<file path="config.mk">
export PLATFORM = sky130hd
export DESIGN_NAME = tib_loader
export DESIGN_NICKNAME = d
export VERILOG_FILES = /design/src/rtl/tib_loader.sv
export SDC_FILE = /design/constraint.sdc
export NUM_CORES = 1
export LEC_CHECK = 0
export BUFFER_PORTS_ARGS = -buffer_cell sky130_fd_sc_hd__buf_2
export CORE_ASPECT_RATIO = 0.5
export CORE_MARGIN = 4
export CORE_UTILIZATION = 53
export CTS_BUF_LIST = sky130_fd_sc_hd__clkbuf_16
export CTS_CLUSTER_DIAMETER = 80
export DETAILED_ROUTE_END_ITERATION = 10
export GPL_ROUTABILITY_DRIVEN = 0
export HOLD_SLACK_MARGIN = 0.12
export PLACE_DENSITY = 0.79
export SYNTH_ARGS = -nofsm -noshare
export SYNTH_HDL_FRONTEND = slang
export SYNTH_SLANG_ARGS = --single-unit
</file>
<file path="constraint.sdc">
create_clock -name clk -period 2.8 [get_ports clk]
set_clock_uncertainty 0.05 [all_clocks]
set_input_delay 0.56 -clock clk [delete_from_list [all_inputs] [get_ports clk]]
set_output_delay 0.56 -clock clk [all_outputs]
set_load 0.005 [all_outputs]
</file>
<file path="src/rtl/tib_loader.sv">
// tib_loader: line assembler feeding the terminal input buffer.
// Accepts a byte stream, applies backspace editing and overflow dropping,
// writes the line plus a 0 terminator at TIB, then holds go until done.
// Optional build macro: TIB_LOADER_ECHO_EN adds a tx echo channel (state ECH).
//
// state | meaning
// IDL   | waiting for an input byte (rx_ready=1)
// WR    | writing accepted character at TIB+ptr
// TRM   | writing 0 terminator at TIB+ptr
// RUN   | line ready, go=1, waiting for done
// ECH   | sending echo bytes on tx (echo build only)
module tib_loader #(
    parameter int TIB    = 'h0,
    parameter int TIB_SZ = 80,
    parameter int ASZ    = 17,
    parameter int MSZ    = 8
) (
    input  logic           clk,
    input  logic           rst,
    input  logic           rx_valid,
    input  logic [MSZ-1:0] rx_data,
    output logic           rx_ready,
    output logic           we,
    output logic [ASZ-1:0] ai,
    output logic [MSZ-1:0] vi,
    output logic           go,
    input  logic           done,
    output logic           ovf
`ifdef TIB_LOADER_ECHO_EN
    ,
    output logic           tx_valid,
    output logic [MSZ-1:0] tx_data,
    input  logic           tx_ready
`endif
);

    localparam int PW = $clog2(TIB_SZ);
    localparam logic [PW-1:0] LAST = PW'(TIB_SZ - 1);

    typedef enum logic [2:0] {IDL, WR, TRM, RUN, ECH} st_t;

    st_t            st, nst;
    logic [PW-1:0]  ptr, nptr;
    logic [MSZ-1:0] c, nc;
    logic [MSZ-1:0] b;
    logic           nrdy, nwe, ngo, novf;
    logic [ASZ-1:0] nai;
    logic [MSZ-1:0] nvi;

`ifdef TIB_LOADER_ECHO_EN
    localparam logic [1:0] K_CHR = 2'd0, K_BS = 2'd1, K_TRM = 2'd2;
    logic [1:0]     kind, nkind, idx, nidx;
    logic           ntxv;
    logic [MSZ-1:0] ntxd;

    function automatic logic [MSZ-1:0] echo_byte(input logic [1:0] k, input logic [1:0] i,
                                                 input logic [MSZ-1:0] ch);
        case (k)
            K_BS:    echo_byte = (i == 2'd1) ? MSZ'(8'h20) : MSZ'(8'h08);
            K_TRM:   echo_byte = (i == 2'd0) ? MSZ'(8'h0D) : MSZ'(8'h0A);
            default: echo_byte = ch;
        endcase
    endfunction

    function automatic logic echo_last(input logic [1:0] k, input logic [1:0] i);
        case (k)
            K_BS:    echo_last = (i == 2'd2);
            K_TRM:   echo_last = (i == 2'd1);
            default: echo_last = 1'b1;
        endcase
    endfunction
`endif

    // Next-state and next registered output values.
    always_comb begin
        nst  = st;
        nptr = ptr;
        nc   = c;
        nrdy = 1'b0;
        nwe  = 1'b0;
        ngo  = 1'b0;
        novf = ovf;
        nai  = ai;
        nvi  = vi;
        b    = (rx_data == MSZ'(8'h09)) ? MSZ'(8'h20) : rx_data;
`ifdef TIB_LOADER_ECHO_EN
        nkind = kind;
        nidx  = idx;
        ntxv  = tx_valid;
        ntxd  = tx_data;
`endif
        case (st)
            IDL: begin
                nrdy = 1'b1;
                if (rx_valid) begin
                    if (b >= MSZ'(8'h20) && b <= MSZ'(8'h7E)) begin
                        if (ptr < LAST) begin
                            nst  = WR;
                            nc   = b;
                            nwe  = 1'b1;
                            nai  = ASZ'(TIB) + ASZ'(ptr);
                            nvi  = b;
                            nrdy = 1'b0;
                        end else begin
                            novf = 1'b1;
                        end
                    end else if (b == MSZ'(8'h08) || b == MSZ'(8'h7F)) begin
                        if (ptr != '0) begin
                            nptr = ptr - 1'b1;
`ifdef TIB_LOADER_ECHO_EN
                            nst   = ECH;
                            nkind = K_BS;
                            nidx  = 2'd0;
                            ntxv  = 1'b1;
                            ntxd  = MSZ'(8'h08);
                            nrdy  = 1'b0;
`endif
                        end
                    end else if (b == MSZ'(8'h0D) || b == MSZ'(8'h0A)) begin
                        if (ptr != '0) begin
                            nst  = TRM;
                            nwe  = 1'b1;
                            nai  = ASZ'(TIB) + ASZ'(ptr);
                            nvi  = '0;
                            nrdy = 1'b0;
                        end
                    end
                end
            end
            WR: begin
                nptr = ptr + 1'b1;
`ifdef TIB_LOADER_ECHO_EN
                nst   = ECH;
                nkind = K_CHR;
                nidx  = 2'd0;
                ntxv  = 1'b1;
                ntxd  = c;
`else
                nst  = IDL;
                nrdy = 1'b1;
`endif
            end
            TRM: begin
`ifdef TIB_LOADER_ECHO_EN
                nst   = ECH;
                nkind = K_TRM;
                nidx  = 2'd0;
                ntxv  = 1'b1;
                ntxd  = MSZ'(8'h0D);
`else
                nst = RUN;
                ngo = 1'b1;
`endif
            end
            RUN: begin
                if (done) begin
                    nst  = IDL;
                    nptr = '0;
                    novf = 1'b0;
                    nrdy = 1'b1;
                end else begin
                    ngo = 1'b1;
                end
            end
`ifdef TIB_LOADER_ECHO_EN
            ECH: begin
                if (tx_ready) begin
                    if (echo_last(kind, idx)) begin
                        ntxv = 1'b0;
                        if (kind == K_TRM) begin
                            nst = RUN;
                            ngo = 1'b1;
                        end else begin
                            nst  = IDL;
                            nrdy = 1'b1;
                        end
                    end else begin
                        nidx = idx + 2'd1;
                        ntxd = echo_byte(kind, idx + 2'd1, c);
                    end
                end
            end
`endif
            default: nst = IDL;
        endcase
    end

    // State and registered outputs.
    always_ff @(posedge clk) begin
        if (rst) begin
            st       <= IDL;
            ptr      <= '0;
            c        <= '0;
            rx_ready <= 1'b0;
            we       <= 1'b0;
            ai       <= ASZ'(TIB);
            vi       <= '0;
            go       <= 1'b0;
            ovf      <= 1'b0;
`ifdef TIB_LOADER_ECHO_EN
            kind     <= K_CHR;
            idx      <= 2'd0;
            tx_valid <= 1'b0;
            tx_data  <= '0;
`endif
        end else begin
            st       <= nst;
            ptr      <= nptr;
            c        <= nc;
            rx_ready <= nrdy;
            we       <= nwe;
            ai       <= nai;
            vi       <= nvi;
            go       <= ngo;
            ovf      <= novf;
`ifdef TIB_LOADER_ECHO_EN
            kind     <= nkind;
            idx      <= nidx;
            tx_valid <= ntxv;
            tx_data  <= ntxd;
`endif
        end
    end

endmodule

</file>
Word level (Yosys, flattened, before mapping)
Index checks and enable logic that the tools add are counted.
- $add $sub $neg: 2
- multipliers: 0
- divide/modulo/power cells: 0
- $lt $le $gt $ge: 3
- equal/unequal tests: 21
- shifts and indexed selects: 0
- muxes and demuxes: 45
- bitwise logic cells: 2
- reductions and logical operators: 14
- operator list (cell ; count):
    $mux 17 ; 5
    $mux 8 ; 6
    $mux 7 ; 5
    $eq 8x4->1 const B ; 4
    $mux 3 ; 7
    $pmux 7 s3 ; 1
    $reduce_and 6->1 ; 3
    $mux 1 ; 17
    $ne 2x2->1 const B ; 8
    $ne 3x3->1 const B ; 4
    $pmux 3 s3 ; 1
    $eq 8x7->1 const B ; 1
    $ge 8x6->1 const B ; 1
    $le 8x7->1 const B ; 1
    $add 7x1->7 const B ; 1
    $lt 7x7->1 const B ; 1
    $reduce_bool 7->1 ; 1
    $sub 7x1->7 const B ; 1
    $eq 3x2->1 const B ; 2
    $reduce_bool 2->1 ; 3
    $reduce_and 5->1 ; 1
    $pmux 1 s2 ; 2
    $eq 3x1->1 const B ; 1
    $logic_not 3->1 ; 1
    other kinds (7) ; 9
- bits in registers: 39
- latch bits: 0
- RAM bits: 0
- ROM bits: 0
- bits of input ports: 12
- output and inout bits: 29
- logic and storage cells: 95
- memories kept: 0

Depth between registers and ports, before layout
Gate-level depths: netlist of the first run.
- depth in word-level cells: 9
- depth in mapped cells: 9
- gate-level depth less buffers: 8

Worst setup path before layout of the first run
Ideal clock, no wire load.
- path kind: register to register
- start point: register st[0]
- end point: register ptr[6]
- setup time: 0.074 ns
- data arrival time: 2.106 ns
- data required time: 2.676 ns
- path slack: 0.570 ns
- stages on the path, launching flop included: 9
- buffers on the path: 2
- period minus slack after synthesis: 2.230 ns
- cell sequence: dfxtp_1 clkbuf_1 nand2b_1 ha_1 clkbuf_1 a2111o_1 a211oi_1 mux2i_1 a31oi_1
- longest elaborated chain between the ends: 3
- elaborated cells on any way between the ends: 11
- those cells by class: 7 x eq/ne; 1 x mux; 3 x reduce/logical
- RTL lines (what ; RTL line ; source):
    start: declaration ; 42 ; st_t st, nst;
    start signal: assignment ; 207 ; st <= nst;
    $eq 3x2->1, or another cell as far along ; 92 ; case (st)
    $ne 2x2->1 (no source line) or $reduce_bool 3->1 (tied branches) ; n/a ;
    $reduce_and 6->1 (no source line) ; n/a ;
    end signal: assignment ; 208 ; ptr <= nptr;
    end: declaration ; 43 ; logic [PW-1:0] ptr, nptr;
Several ways; a longest one is shown, not always the timed one.
A chain may end at the register's enable or synchronous reset.

Worst setup path after layout of the first run
- start point: register st[1]
- end point: register ptr[6]
Same word-level chain as after synthesis.

==> results.toml, run 1 <==
[floorplan]
die_h_um = 48.4
ios = 41
die_area_um2 = 4300
core_area_um2 = 3070
fp-row-count = 14
die_x_um = 88.8
initial_utilization = 0.564

[finish]
stdcell_count = 262
nNetsFinal = 241
stdcell_area_um2 = 1970
fillCellCount = 255
final_util = 0.643
syn_to_final_growth_pct = 14.0
register_area_um2 = 561
drive_gt1_frac = 0.198
multi_input_area_um2 = 1070
num_antenna_cells = 0

[clocking]
cts.path.max_buffers = 2
cts_hold_buf = 0
post-cts-setup-buffer-count = 0
clock_latency_ps = 260
cts_resized = 0
numCtsBuffers = 3
htreeDepth = 1
root_buffer = "clkbuf_16"
cts_tree = "built"
cts.sinks = 28
path_clk_slew_ps = 70

[power]
swShare = 0.238
power_mw = 1.01
clkPwrFrac = 0.413
internal-power_mw = 0.771
powerDensity_nw_per_um2 = 514
p_leak_nw = 0.930
p_sw_mw = 0.242
vdd_ir_drop_max_mv = 0.274
p_seq_frac = 0.416
power_frac_comb = 0.171

[setup_path]
end_kind = "flop"
reg2reg_slack_ps = 530
rr_startpoint = "st[1]"
rr_worst_depth = 8
critPathLaunchType = "flop"
arrival_ps = 2400
cp_max_fo = 6
r2r_end = "ptr[6]"
crit_required_ps = 2940
crit_type = "reg -> reg"
startpoint = "st[1]"

[detailed_routing]
drt-initial-drc-count = 125
drc = 0
viasPerCell = 5.56
dr.pass1.iters = 4
vias = 1458
drt-total-wl_um = 3660
postRouteAntennaNets = 0
avgRoutedWirePerCell_um = 14.0

[timing]
rsz0062_at_grt = "no"
drv_slew = 0
timing.final.crit_share = 0.809
whs_ps = 423
hold_viol = 0
setup_violations = 0
finalCriticalPeriod_ps = 2270
setup_ws_ps = 534
worst_pin_slew_ps = 644
tns_ps = 0
relSlewSlack = 0.569
clock.fmax_mhz = 441

[run_status]
status = "finished clean"

[synthesis]
synth_edf_count = 0
synthSimpleGateAreaFrac = 0.288
synth_largest_area_cell = "dfxtp_1"
synth.area.mux_share = 0.122
yosysTopAreaCellShare = 0.324
synth_compound_area_frac = 0.135
synth_area_per_cell_um2 = 8.87
synthFlopType = "dfxtp_1"
synthXorXnorAreaFrac = 0.00507
synth_cell_types = 45
synth_area_leaders = "dfxtp_1 32%, mux2i_1 12%, nand2b_1 9.0%"
ys_async_sr_fraction = 0
synth_area_um2 = 1730
yosysMostFrequentCell = "dfxtp_1"
synthAdderAreaFrac = 0.0478
yosysWarnings = 0
synthTopCellsByCount = "28 x dfxtp_1, 25 x nand2b_1, 21 x mux2i_1"
yosysSeqAreaShare = 0.324
ys_ff_latch = 28
synthCells = 195
synth_top_family_by_area = "simple AND/OR/NAND/NOR gates"

[placed_design]
place_area_um2 = 1870
dpl.cell_count = 258
numPortBuffers = 30
dpl.hpwl_um = 2660
pre_cts_ws_ps = 478

[grt]
grt_pass1_wl_um = 6220
grt-ovfl-total = 0
antenna_found_initial = 0
grt_pass1_vias = 1381
grt_max_degree = 36
grt_usage = 0.179

[worst_hold_path]
min_delay_path_depth = 2
min_path_type = "reg -> reg"
holdCritStartpoint = "vi[6]"
worstHoldEndpoint = "vi[6]"

[run]
cap_viol_max_count = 0
## critical path, cell delays in order (launching register included)
cell and delay (ps):
dfxtp_1 350, nand2b_1 300, inv_1 130, fa_1 420, nor2b_1 150, o31a_1 240, a21oi_1 100, a211o_1 280
a31oi_1 160
## state kept, by name (all words and copies together) (netlist names)
name / flops
rx_ready: 1
ovf: 1
ptr: 7
st: 2
go: 1
we: 1
vi: 8
ai: 7
## routing by layer
metal  vias to the layer above  global-route usage  part of all wire
li1                        722                   -                 -
met1                       677               0.219              0.45
met2                        51               0.310              0.48
met3                         8              0.0407             0.065
met4                         0              0.0528             0.014
met5                         -                   0                 0
## cell usage in the layout, fill, tap and decap left out, drive strengths merged, types with 4 or more instances in the layout
cell and instances:
buf 32, dfxtp 28, nand2b 25, mux2i 21
nor2 13, nand2 12, conb 10, a21oi 7
nor3 6, inv 5, ha 5, o21ai 5
a31oi 4, nor2b 4, nand3 4, a211oi 4
## cell families (layout without fill, tap and decap cells)
kind of cell    after synthesis  in the layout
compound gates               31             31
xor+xnor                      1              1
fa+ha+maj                     6              6
buf+inv                      23             41
flops                        28             28
mux                          21             21
other cells                   1             10
simple gates                 84             84
## worst max-delay path by stage
stage,endpoint,slack [ps],cells after the start
after global routing,ptr[6],380,8
after CTS,ptr[6],540,8
after floorplan,ptr[6],570,8
after detailed placement,vi[0],480,6
final,ptr[6],530,8
after global placement,ai[3],550,6
## power by group through the flow
stage	Combinational (mW)	Sequential, mW	Clock [mW]
floorplan	0.141	0.428	0
global placement	0.167	0.429	0
detailed placement	0.170	0.430	0
CTS	0.172	0.421	0.425
global route	0.192	0.423	0.447
finish	0.173	0.422	0.418
## layout make-up
class | count | share of cell area
well taps | 40 | 0.0254
multi-input cells | 153 | 0.543
clock inverters | 1 | 0.0152
repair buffers | 32 | 0.0838
flip-flops and latches | 28 | 0.284
inverters | 5 | 0.00952
clock buffers | 3 | 0.0381
No activity file was read; power rests on OpenSTA's default activity.
==> inputs of run 2 (changes only) <==
==> constraint.sdc (replaced) <==
create_clock -name clk -period 2.2 [get_ports clk]
set_clock_uncertainty 0.05 [all_clocks]
set_input_delay 0.44 -clock clk [delete_from_list [all_inputs] [get_ports clk]]
set_output_delay 0.44 -clock clk [all_outputs]
set_load 0.005 [all_outputs]
==> results.toml, run 2 (synthesis gave the netlist of run 1 again) <==
[run_status]
status = "finished clean"

[clocking]
htreeDepth = 1
cts.path.max_buffers = 2
cts_tree = "built"
root_buffer = "clkbuf_16"
cts.sinks = 28
cts_hold_buf = 0
clock_latency_ps = 260
numCtsBuffers = 3
path_clk_slew_ps = 70

[grt]
grt_usage = 0.173
antenna_found_initial = 0
grt-ovfl-total = 0
grt_pass1_wl_um = 6020
grt_max_degree = 21
grt_pass1_vias = 1329

[detailed_routing]
viasPerCell = 5.45
avgRoutedWirePerCell_um = 13.6
vias = 1438
drt-initial-drc-count = 71
wl_met3_um = 195
wl_met2_um = 1750
dr.pass1.iters = 4
postRouteAntennaNets = 0
drt-total-wl_um = 3580
drc = 0
wl_met1_um = 1620
routed.top_layer = "met4"

[finish]
nNetsFinal = 244
stdcell_area_um2 = 1990
max_flop_register = "vi"
num_antenna_cells = 0
final_util = 0.648
most-common-layout-cells = "30 x buf_2, 28 x dfxtp_1, 24 x nand2b_1, 21 x mux2i_1, 13 x nor2_1"
final_common_cell = "buf_2"
largest_reg_flops = 8
syn_to_final_growth_pct = 14.8
top_regs = "vi x8, ai x7, ptr x7"
drive_gt1_frac = 0.214

[floorplan]
die_x_um = 88.8
core_area_um2 = 3070
ios = 41
initial_utilization = 0.564
fp-row-count = 14
die_h_um = 48.4
die_area_um2 = 4300

[timing]
rsz0062_at_grt = "no"
clock.fmax_mhz = 491
finalCriticalPeriod_ps = 2040
relSlewSlack = 0.668
hold_viol = 0
worst_pin_slew_ps = 494
setup_violations = 0
tns_ps = 0
timing.final.crit_share = 0.925
drv_slew = 0

[setup_path]
cp_max_fo = 6
rr_startpoint = "st[1]"
crit_required_ps = 2290
crit_chain = "nand2b_4, ha_1, nor2b_1, o31a_1, o211a_1, o31ai_1, a31oi_1"
crit_type = "reg -> reg"
crit_path_top_delay_cell = "o31a_1"
critPathLaunchType = "flop"
arrival_ps = 2120
startpoint = "st[1]"
cpPeakStageDelay_ps = 350
end_kind = "flop"

[power]
powerDensity_nw_per_um2 = 592
p_leak_nw = 0.935
vdd_ir_drop_max_mv = 0.380

[worst_hold_path]
min_path_type = "in -> reg"
holdCritStartpoint = "rx_data[6]"

[placed_design]
place_area_um2 = 1900
numPortBuffers = 30
dpl.hpwl_um = 2670

[run]
cap_viol_max_count = 0
==> run 2: what timing repair did <==
action                                  4_1_cts  5_1_grt
buffers inserted                              0        0
resized for setup                             0        3
endpoints found under the setup margin        0        1
==> run 2: stage by stage <==
step	power (mW)	std cells	hold WS, ps	worst slack [ps]
after floorplan	0.725	204	418	85.6
after global placement	0.768	261	409	185
after detailed placement	0.773	261	411	80.8
after CTS	1.18	264	390	47.1
after global routing	1.24	264	405	6.40
final	1.18	264	392	165
==> run 2: final timing paths <==
check | endpoint | slack (ps) | cells past startpoint
max | ptr[6] | 160 | 7
min | vi[6] | 390 | 3
max reg2reg | ptr[6] | 160 | 7
min reg2reg | vi[3] | 420 | 2
==> run 2: layer usage <==
metal / vias to the layer above / track usage
li1: 727 / -
met1: 672 / 0.219
met5: - / 0
met2: 37 / 0.309
met4: 0 / 0.0226
met3: 2 / 0.0356
==> run 2: where the power goes <==
part / leakage, nW / internal (mW) / switching [mW] / total, mW
sequential: 0.227 / 0.523 / 0.0125 / 0.536
combinational: 0.671 / 0.104 / 0.127 / 0.231
clock: 0.0370 / 0.241 / 0.168 / 0.409
total: 0.935 / 0.869 / 0.307 / 1.18
==> run 2: cell type report <==
class | instances | area, µm²
clock buffer | 3 | 75.1
multi-input combinational | 153 | 1080
timing repair buffer | 35 | 200
tap | 40 | 50.0
inverter | 5 | 18.8
fill | 254 | 1080
sequential | 28 | 561
==> run 2: critical path: cells and delay by family, from the launching register on <==
kind                     cells  cell delay (ps)
AO/OA/AOI/OAI                4              860
adder cells (fa/ha/maj)      1              330
flip-flops                   1              320
AND/OR/NAND/NOR              2              330
